### src/rtl/fetch_sequencer.sv
// Instruction-fetch sequencer: PC, synchronous-ROM latency, one-entry stall skid, two-bubble redirect flush.
// Optional FETCH_PERF_CNT_EN adds saturating fetch_count/flush_count outputs.
module fetch_sequencer #(
  parameter int                 WIDTH_B = 32,
  parameter int                 ADDR_B  = 10,
  parameter logic [WIDTH_B-1:0] NOP     = '0
) (
  input  logic               clk,
  input  logic               reset,
  input  logic               stall_i,
  input  logic               redirect_valid,
  input  logic               redirect_kind,
  input  logic [WIDTH_B-1:0] redirect_pc,
  input  logic [WIDTH_B-1:0] redirect_imm,
  output logic [ADDR_B-1:0]  rom_addr,
  input  logic [WIDTH_B-1:0] rom_data,
  output logic               if_valid,
  output logic [WIDTH_B-1:0] if_instr,
  output logic [WIDTH_B-1:0] if_pc,
`ifdef FETCH_PERF_CNT_EN
  output logic [31:0]        fetch_count,
  output logic [15:0]        flush_count,
`endif
  output logic [WIDTH_B-1:0] pc_debug
);

  typedef enum logic [1:0] {S_BOOT, S_RUN, S_STALL} state_t;

  state_t             state;
  logic [WIDTH_B-1:0] pc_r;
  logic [WIDTH_B-1:0] pc_d1;
  logic               inflight_valid;
  logic               skid_valid;
  logic [WIDTH_B-1:0] skid_instr;
  logic [WIDTH_B-1:0] skid_pc;

  logic [WIDTH_B-1:0] pc_inc;
  logic [WIDTH_B-1:0] target;
  logic               advance;
  logic               stall_entry;

  always_comb begin
    pc_inc = redirect_pc + 1'b1;
    if (redirect_kind)
      target = {pc_inc[WIDTH_B-1:26], redirect_imm[25:0]};
    else
      target = pc_inc + redirect_imm;
  end

  // Outside a redirect, any cycle without stall_i advances; only the first stalled cycle captures the skid.
  assign advance     = !redirect_valid && !stall_i;
  assign stall_entry = !redirect_valid && stall_i && (state != S_STALL);

  assign rom_addr = pc_r[ADDR_B-1:0];
  assign pc_debug = pc_r;

  always_ff @(posedge clk or posedge reset) begin
    if (reset) begin
      state          <= S_BOOT;
      pc_r           <= '0;
      pc_d1          <= '0;
      inflight_valid <= 1'b0;
      skid_valid     <= 1'b0;
      skid_instr     <= NOP;
      skid_pc        <= '0;
      if_valid       <= 1'b0;
      if_instr       <= NOP;
      if_pc          <= '0;
    end else if (redirect_valid) begin
      state          <= S_RUN;
      pc_r           <= target;
      inflight_valid <= 1'b0;
      skid_valid     <= 1'b0;
      if_valid       <= 1'b0;
      if_instr       <= NOP;
    end else begin
      case (state)
        S_BOOT:  state <= stall_i ? S_STALL : S_RUN;
        S_RUN:   state <= stall_i ? S_STALL : S_RUN;
        S_STALL: state <= stall_i ? S_STALL : S_RUN;
        default: state <= S_BOOT;
      endcase

      if (advance) begin
        pc_r           <= pc_r + 1'b1;
        pc_d1          <= pc_r;
        inflight_valid <= 1'b1;
        if (skid_valid) begin
          if_valid   <= 1'b1;
          if_instr   <= skid_instr;
          if_pc      <= skid_pc;
          skid_valid <= 1'b0;
        end else begin
          if_valid <= inflight_valid;
          if_instr <= rom_data;
          if_pc    <= pc_d1;
        end
      end else if (stall_entry) begin
        // pc_r holds, so the address in flight is simply re-presented after release.
        if (inflight_valid) begin
          skid_valid <= 1'b1;
          skid_instr <= rom_data;
          skid_pc    <= pc_d1;
        end
        inflight_valid <= 1'b0;
      end
    end
  end

`ifdef FETCH_PERF_CNT_EN
  logic load_valid;
  assign load_valid = advance && (skid_valid || inflight_valid);

  always_ff @(posedge clk or posedge reset) begin
    if (reset) begin
      fetch_count <= '0;
      flush_count <= '0;
    end else begin
      if (load_valid && (fetch_count != '1))
        fetch_count <= fetch_count + 1'b1;
      if (redirect_valid && (flush_count != '1))
        flush_count <= flush_count + 1'b1;
    end
  end
`endif

endmodule

### config.mk
export PLATFORM = sky130hd
export DESIGN_NAME = fetch_sequencer
export DESIGN_NICKNAME = d
export VERILOG_FILES = /design/src/rtl/fetch_sequencer.sv
export SDC_FILE = /design/constraint.sdc
export NUM_CORES = 1
export LEC_CHECK = 0
export ABC_CLOCK_PERIOD_IN_PS = 7400
export CAP_MARGIN = 20
export CELL_PAD_IN_SITES_DETAIL_PLACEMENT = 1
export CELL_PAD_IN_SITES_GLOBAL_PLACEMENT = 1
export CORE_UTILIZATION = 37
export DETAILED_ROUTE_END_ITERATION = 8
export GPL_TIMING_DRIVEN = 0
export PLACE_DENSITY_LB_ADDON = 0.12
export SLEW_MARGIN = 20
export SYNTH_ARGS = -nofsm -noshare
export SYNTH_HDL_FRONTEND = slang
export SYNTH_SLANG_ARGS = --single-unit
### constraint.sdc
create_clock -name clk -period 7.4 [get_ports clk]
set_input_delay 1.85 -clock clk [delete_from_list [all_inputs] [get_ports clk]]
set_output_delay 1.85 -clock clk [all_outputs]
set_load 0.005 [all_outputs]
; ---- After elaboration in Yosys (flattened, before gate mapping)
; Cells that the tools add are included.
[totals]
wordCells = 51
regBits = 197
output_inout_bits = 107
[op_classes]
n_eq_ne = 3
n_reduce_logical = 13
addsub = 3
bitwise_logic = 2
muxes = 20
[op_table]
columns = op, n
row1 = $mux W32, 7
row2 = $add A32 B1 Y32 const B, 2
row3 = $add A32 B32 Y32, 1
row4 = $mux W1, 10
row5 = $mux W2, 3
row6 = $reduce_bool A3 Y1, 2
row7 = $reduce_and A2 Y1, 2
row8 = $reduce_and A4 Y1, 1
row9 = $logic_and A1 B1 Y1, 3
row10 = $reduce_or A3 Y1, 1
row11 = $eq A2 B1 Y1 const B, 1
row12 = $eq A2 B2 Y1 const B, 1
row13 = $logic_not A1 Y1, 2
row14 = $logic_not A2 Y1, 1
row15 = $ne A2 B2 Y1 const B, 1
row16 = $not A1 Y1, 2
row17 = $reduce_bool A2 Y1, 1

; ---- Longest topological paths before layout
; Gate-level depths: netlist of the first run.
[depth]
ltp_word = 6
ltp_mapped = 16
depth_no_buf = 16

; ---- Worst setup path after synthesis of the first run
; OpenSTA, ideal clock, no wires.
[synth_path]
kind = input to register
startpoint = input port redirect_pc[9]
endpoint = register pc_r[30], in the netlist pc_debug[30]
required_time_ns = 7.327
path_buffers = 0
setup_ns = 0.073
arrival_ns = 4.852
stages = 14
path_slack_ns = 2.475
cell_sequence = nand4_1 > nor4_1 > and2_1 > nand2_1 > xnor2_1 > ha_1 > nand2_1 > o21ai_0 > a41oi_1 > or3_4 > nor4b_2 > o31ai_1 > mux2_4 > a21oi_2
[synth_between]
elab_chain_cells = 4
[synth_rtl]
columns = element, line
row1 = start: declaration, 13  ; input logic [WIDTH_B-1:0] redirect_pc,
row2 = $add A32 B1 Y32 *, 43  ; pc_inc = redirect_pc + 1'b1;
row3 = $add A32 B32 Y32, 47  ; target = pc_inc + redirect_imm;
row4 = $mux W32 *, 44  ; if (redirect_kind)
row5 = $mux W32 *, 69  ; end else if (redirect_valid) begin
row6 = end signal: assignment, 71  ; pc_r <= target;
row7 = end signal: assignment, 85  ; pc_r <= pc_r + 1'b1;
row8 = end: declaration, 30  ; logic [WIDTH_B-1:0] pc_r;
; Every way passes the cells marked *; elsewhere a longest branch is shown, timed or not.
; A chain may end at the register's enable or synchronous reset.

; ---- Worst setup path after layout of the first run
[layout_path]
startpoint = input port redirect_pc[2]
endpoint = register pc_r[30], in the netlist pc_debug[30]
; Same word-level chain as after synthesis.

==> impl_metrics.toml, run 1 <==
[cts]
cts_tree = "yes"
cts_buffers = 17
cts.sinks = 197
cts_htree_levels = 4
clk_pin_slew_worst_paths_ns = 0.07
cts_setup_buffers = 0
cts_hold_buf = 0
cts_buffer_depth = 2
clk_latency_ns = 0.43
cts-root-buf = "clkbuf_16"
cts_resized = 0

[synthesis]
synthesis.nets = 1235
yosys-top-cells-count = "dfrtp_1 (197), nor2_1 (156), a21oi_1 (120), mux2_2 (98), nand2_1 (69)"
synthFlopType = "dfrtp_1"
synthArstFlopShare_pct = 100
ys_types = 53
synth-seq-area-share_pct = 45.0
avgSynthCellArea_um2 = 10.0
synth_area_leader_cell = "dfrtp_1"
synth_area_leaders = "dfrtp_1 (45%), mux2_2 (10%), mux2i_1 (6.2%)"
ys_seq_elements = 197
synth_edf_count = 0
synth.top_cell.area_share_pct = 45.0
synth_area_um2 = 11000
syn_inst = 1095
yosys_warnings = 0
synth_most_common_cell = "dfrtp_1"

[layout]
seqCellArea_um2 = 4930
syn_to_final_growth_pct = 28.9
fillers = 3220
drive_gt1_share_pct = 11.6
multi_input_area_um2 = 5700
nets = 1462
antenna_cells = 0

[drt]
drc = 0
wl_per_cell_um = 17.9
vias_per_cell = 5.11
drt_iter0_drc = 443
via_count = 8780
drt_wl_total_mm = 30.7
ant_nets = 0
firstDrtPassIters = 4

[placement]
dp_hpwl_mm = 23.7
io_buffers = 206
place_worst_setup_slack_ns = 1.05
place_congestion = 0.815

[timing]
hold_viol_final = 0
fmax_ghz = 0.172
fin_crit_sh_pct = 78.8
maxSlewViolCount = 0
slew_headroom_pct = 39.1
worstMarginPinSlew_ns = 0.905
rsz0062_at_grt = "false"
fin_skew_ns = 0.0128
finalSetupViolCount = 0
finalHoldWorstSlack_ns = 0.504
setup_ws_ns = 1.57
min_period_ns = 5.83

[floorplan]
core-area_um2 = 28900
row_count = 62
die-area_um2 = 30300
die_x_um = 174
ios = 208
initial_core_util_pct = 37.9
fp.dieH_um = 174

[critical_path]
crit_path_end_kind = "flip-flop"
cp.required_ns = 7.77
path_class = "input pin to flip-flop"
critical_path.max_fanout = 6
arrival_ns = 6.19
start_kind = "input pin"

[global_routing]
grt_max_degree = 73
grt_first_pass_wirelength_mm = 50.2
grt_pass1_vias = 9285
overflow = 0
antenna_found_initial = 0
grt_usage_pct = 20.9

[pwr]
p_sw_w = 0.000983
leakage_nw = 5.67
ir_worst_vdd_v = 0.000147
powerDensity_nw_per_um2 = 230
combPwrFrac_pct = 26.9
p_int_w = 0.00227
seq_power_share_pct = 45.9
switching_share_pct = 30.3
p_clk_share_pct = 27.2

[outcome]
status = "complete, no violations"

[job]
drv_cap = 0

[min_path]
hp-class = "flip-flop to flip-flop"
cell usage in the layout (no fill, tap or decap), types with 3 or more instances in the layout:
master / count
o22ai_1: 4
a21o_1: 7
dfrtp_1: 197
clkdlybuf4s50_1: 206
mux2_2: 98
inv_6: 5
buf_4: 10
inv_1: 10
o21ai_0: 34
or2_2: 3
buf_1: 7
nor2b_1: 5
o211ai_1: 12
nand3_1: 29
o21bai_1: 4
xnor2_1: 52
xor2_1: 35
clkbuf_16: 17
and4_1: 7
nand2_1: 69
a31oi_1: 6
clkinv_4: 5
nand4_1: 18
a211oi_1: 6
ha_1: 38
mux2i_1: 68
nor2_1: 156
clkbuf_1: 47
nor3_1: 5
and2_1: 4
a21oi_1: 120
and3_1: 11
inv_8: 3
a211o_1: 3
final timing paths:
| check | from | to | slack (ns) | cells past startpoint |
|---|---|---|---|---|
| min | state[0] | state[1] | 0.50 | 1 |
| min in group asynchronous | reset | skid_instr[18] | 1.83 | 2 |
| min reg2reg | state[0] | state[1] | 0.50 | 1 |
| max reg2reg | pc_debug[2] | pc_debug[31] | 4.74 | 10 |
| max in group asynchronous | reset | pc_d1[30] | 4.51 | 4 |
| max | redirect_pc[2] | pc_debug[30] | 1.57 | 15 |
worst max-delay path, stage by stage:
cell and delay (ns):
clkdlybuf4s50_1 0.58, nand4_1 0.16, nor4_1 0.80, and2_1 0.30, nand2_1 0.08, xnor2_1 0.16, ha_1 0.37, nand2_1 0.11
o21ai_0 0.38, a41oi_1 0.09, or3_4 0.44, nor4b_2 0.30, o31ai_1 0.12, mux2_4 0.31, a21oi_2 0.12
power by group through the flow:
| stage | clock [W] | sequential (W) | combinational [W] |
|---|---|---|---|
| floorplan | 0 | 0.00146 | 0.000499 |
| global placement | 0 | 0.00150 | 0.000856 |
| detailed placement | 0 | 0.00152 | 0.000882 |
| CTS | 0.000909 | 0.00150 | 0.000888 |
| global route | 0.000949 | 0.00153 | 0.000967 |
| finish | 0.000884 | 0.00149 | 0.000873 |
registers in the layout (all words and copies together) (netlist names):
register        flops
skid_valid          1
state               2
inflight_valid      1
skid_pc            32
pc_debug           32
pc_d1              32
skid_instr         32
if_pc              32
if_valid            1
if_instr           32
layout make-up:
| cell class | count | area share (%) |
|---|---|---|
| Tap cell | 384 | 3.40 |
| Clock buffer | 19 | 3.14 |
| Inverter | 12 | 0.372 |
| Buffer | 64 | 1.98 |
| Multi-Input combinational cell | 822 | 40.4 |
| Clock inverter | 13 | 0.815 |
| Timing Repair Buffer | 208 | 15.0 |
| Sequential cell | 197 | 34.9 |
logic make-up after synthesis:
group	Yosys count	share of synthesized area (%)
adder cells (fa/ha/maj)	39	4.52
AND/OR/NAND/NOR	318	12.9
buffers and inverters	76	2.96
flip-flops	197	45.0
multiplexers	167	16.4
AO/OA/AOI/OAI	211	11.2
XOR/XNOR	87	6.96
routing by layer:
metal | track usage (%) | part of all wire, % | vias up
met5 | 0 | 0 | -
met4 | 5.34 | 1.4 | 0
met3 | 3.54 | 3.6 | 24
met2 | 35.2 | 48 | 175
met1 | 27.9 | 47 | 4289
li1 | - | - | 4292
through the flow:
| stage | total power, W | std cells | setup TNS [ns] | utilization [%] | instance area [um2] |
|---|---|---|---|---|---|
| global route | 0.00344 | 1719 | 0 | 48.8 | 14100 |
| detailed placement | 0.00240 | 1687 | 0 | 46.9 | 13600 |
| CTS | 0.00329 | 1719 | 0 | 48.8 | 14100 |
| global placement | 0.00235 | 1685 | -519.52 | 46.6 | 13500 |
| floorplan | 0.00196 | 1095 | 0 | - | 11000 |
| finish | 0.00325 | 1719 | 0 | 48.8 | 14100 |
Note: power is estimated with default switching activity, not from simulation.
==> run 2, diff against run 1 <==
--- a/config.mk
+++ b/config.mk
@@ -5,11 +5,11 @@
 export SDC_FILE = /design/constraint.sdc
 export NUM_CORES = 1
 export LEC_CHECK = 0
-export ABC_CLOCK_PERIOD_IN_PS = 7400
+export ABC_CLOCK_PERIOD_IN_PS = 6050
 export CAP_MARGIN = 20
 export CELL_PAD_IN_SITES_DETAIL_PLACEMENT = 1
 export CELL_PAD_IN_SITES_GLOBAL_PLACEMENT = 1
-export CORE_UTILIZATION = 37
+export CORE_UTILIZATION = 38
 export DETAILED_ROUTE_END_ITERATION = 8
 export GPL_TIMING_DRIVEN = 0
 export PLACE_DENSITY_LB_ADDON = 0.12
==> constraint.sdc (replaced) <==
create_clock -name clk -period 6.05 [get_ports clk]
set_input_delay 1.5125 -clock clk [delete_from_list [all_inputs] [get_ports clk]]
set_output_delay 1.5125 -clock clk [all_outputs]
set_load 0.005 [all_outputs]
==> run 2 against run 1 <==
Largest power group unchanged; sequential share of layout area fell by 0.13 points; critical path depth did not move; clock skew fell by 0.0022 ns; core utilization rose by 1.7 points; setup slack got worse by 1.0 ns; count of clock-buffer cells in the layout rose by 1; global-route usage rose by 0.77 points; sequential power rose by 22%; final area rose by 0.38%; non-clock buffer count rose by 4; critical endpoint unchanged; wire length rose by 0.31%; highest routed layer is now met5.
==> impl_metrics.toml, run 2 (same netlist as run 1, synthesis figures left out) <==
[pwr]
p_int_w = 0.00280
p_clk_share_pct = 27.3
leakage_nw = 5.67
seq_power_share_pct = 45.7
powerDensity_nw_per_um2 = 282
switching_share_pct = 29.9
p_sw_w = 0.00119
combPwrFrac_pct = 27.0
ir_worst_vdd_v = 0.000170

[timing]
worstMarginPinSlew_ns = 0.930
slew_headroom_pct = 37.5
finalSetupViolCount = 0
maxSlewViolCount = 0
min_period_ns = 5.47
rsz0062_at_grt = "false"
fmax_ghz = 0.183
finalSetupTns_ns = 0
fin_crit_sh_pct = 90.5
hold_viol_final = 0
fin_skew_ns = 0.0106

[drt]
wl_per_cell_um = 17.9
drc = 0
via_count = 8726
vias_per_cell = 5.08
drt_iter0_drc = 363
ant_nets = 0
drt_wl_total_mm = 30.8
firstDrtPassIters = 4

[layout]
fillers = 3231
seqCellArea_um2 = 4930
layout_common_cells = "clkdlybuf4s50_1 (206), dfrtp_1 (197), nor2_1 (156), a21oi_1 (120), mux2_2 (98)"
final_common_cell = "clkdlybuf4s50_1"
syn_to_final_growth_pct = 29.4
design_area_um2 = 14200
multi_input_area_um2 = 5700
antenna_cells = 0
nets = 1466
drive_gt1_share_pct = 11.7

[floorplan]
die-area_um2 = 29500
row_count = 61
initial_core_util_pct = 39.0
core-area_um2 = 28100
die_x_um = 172
ios = 208
fp.dieH_um = 172

[global_routing]
antenna_found_initial = 1
grt_pass1_vias = 9338
grt_max_degree = 34
grtUsageMet1_pct = 27.2
busiest_layer = "met2"
use_met2_pct = 38.2
grt_usage_pct = 21.7
gr-usage-met3_pct = 3.84
overflow = 0
grt_first_pass_wirelength_mm = 49.3

[cts]
cts_hold_buf = 0
clk_pin_slew_worst_paths_ns = 0.07
cts_setup_buffers = 0
cts_buffer_depth = 2
cts-root-buf = "clkbuf_16"
cts.sinks = 197
cts_tree = "yes"
cts_buffers = 17
cts_htree_levels = 4
cts_resized = 0
clk_latency_ns = 0.44

[outcome]
status = "complete, no violations"

[critical_path]
critical_path.max_fanout = 6
worst_path_max_delay_cell = "nor4_1"
cp.required_ns = 6.42
crit_path_end_kind = "flip-flop"
crit_chain = "clkdlybuf4s50_1, nand4_1, nor4_1, and2_1, nand2_1, xnor2_1, ha_1, nand2_1, o21ai_0, a41oi_1, or3_4, nor4b_2, o31ai_1, mux2_4, a21oi_2"
crit_top_cell = "nand2_1"
slowest_delay_ns = 0.82
arrival_ns = 5.84
start_kind = "input pin"
path_class = "input pin to flip-flop"

[placement]
place_congestion = 0.840
dp_hpwl_mm = 24.1
io_buffers = 206
dpl-instance-area_um2 = 13600

[min_path]
hp-class = "flip-flop to flip-flop"

[job]
drv_cap = 0
==> run 2: changes by cell type in the layout (fill, tap and decap cells not counted) <==
| cell | previous run | this run |
|---|---|---|
| clkinv_2 | 1 | 0 |
| inv_8 | 3 | 1 |
| inv_6 | 5 | 3 |
| clkinv_4 | 5 | 1 |
| bufinv_16 | 0 | 1 |
| clkbuf_1 | 47 | 49 |
| buf_16 | 2 | 0 |
| buf_12 | 0 | 6 |
| clkbuf_8 | 1 | 0 |
| clkinvlp_4 | 0 | 7 |
==> run 2: path summary, 6_finish.rpt <==
check	start	end	slack [ns]	cells past startpoint
max	redirect_pc[2]	pc_debug[30]	0.58	15
min	state[0]	state[1]	0.51	1
max reg2reg	pc_debug[2]	pc_debug[31]	3.39	10
min reg2reg	state[0]	state[1]	0.51	1
max in group asynchronous	reset	skid_pc[23]	3.64	5
min in group asynchronous	reset	skid_instr[19]	1.43	2
==> run 2: critical path, delay by kind of cell <==
family          cells  cell delay, ns
fa+ha+maj           1            0.36
mux                 1            0.31
simple gates        7            2.25
xor+xnor            1            0.15
buf+inv             1            0.57
compound gates      4            0.68
==> run 2: layer usage <==
| layer | routed length (um) | share of wire (%) |
|---|---|---|
| met1 | 13700 | 45 |
| met2 | 15200 | 49 |
| met3 | 1380 | 4.5 |
| met4 | 455 | 1.5 |
| met5 | 13 | 0.042 |
==> run 2: layout make-up <==
type                    instances  share of cell area [%]
repair buffers                212                    15.4
multi-input cells             822                    40.2
clock buffers                  20                    3.08
plain buffers                  64                    1.97
well taps                     378                    3.34
clock inverters                12                   0.857
flip-flops and latches        197                    34.8
inverters                      12                   0.344
==> run 2: power groups by stage <==
stage                     clock, W  sequential (W)  combinational (W)
after floorplan                  0         0.00179           0.000611
after global placement           0         0.00183            0.00105
after detailed placement         0         0.00185            0.00108
after CTS                  0.00112         0.00183            0.00109
after global routing       0.00117         0.00187            0.00119
final                      0.00109         0.00182            0.00108
==> run 2: per-stage QoR <==
step	setup slack, ns	hold WS, ns	utilization [%]	power (W)	std cells
floorplan	1.46	0.458	-	0.00240	1095
global placement	0.110	0.480	48.0	0.00287	1679
detailed placement	0.0957	0.494	48.5	0.00293	1685
CTS	0.558	0.507	50.4	0.00404	1717
global route	0.290	0.521	50.4	0.00423	1717
finish	0.576	0.507	50.4	0.00399	1717
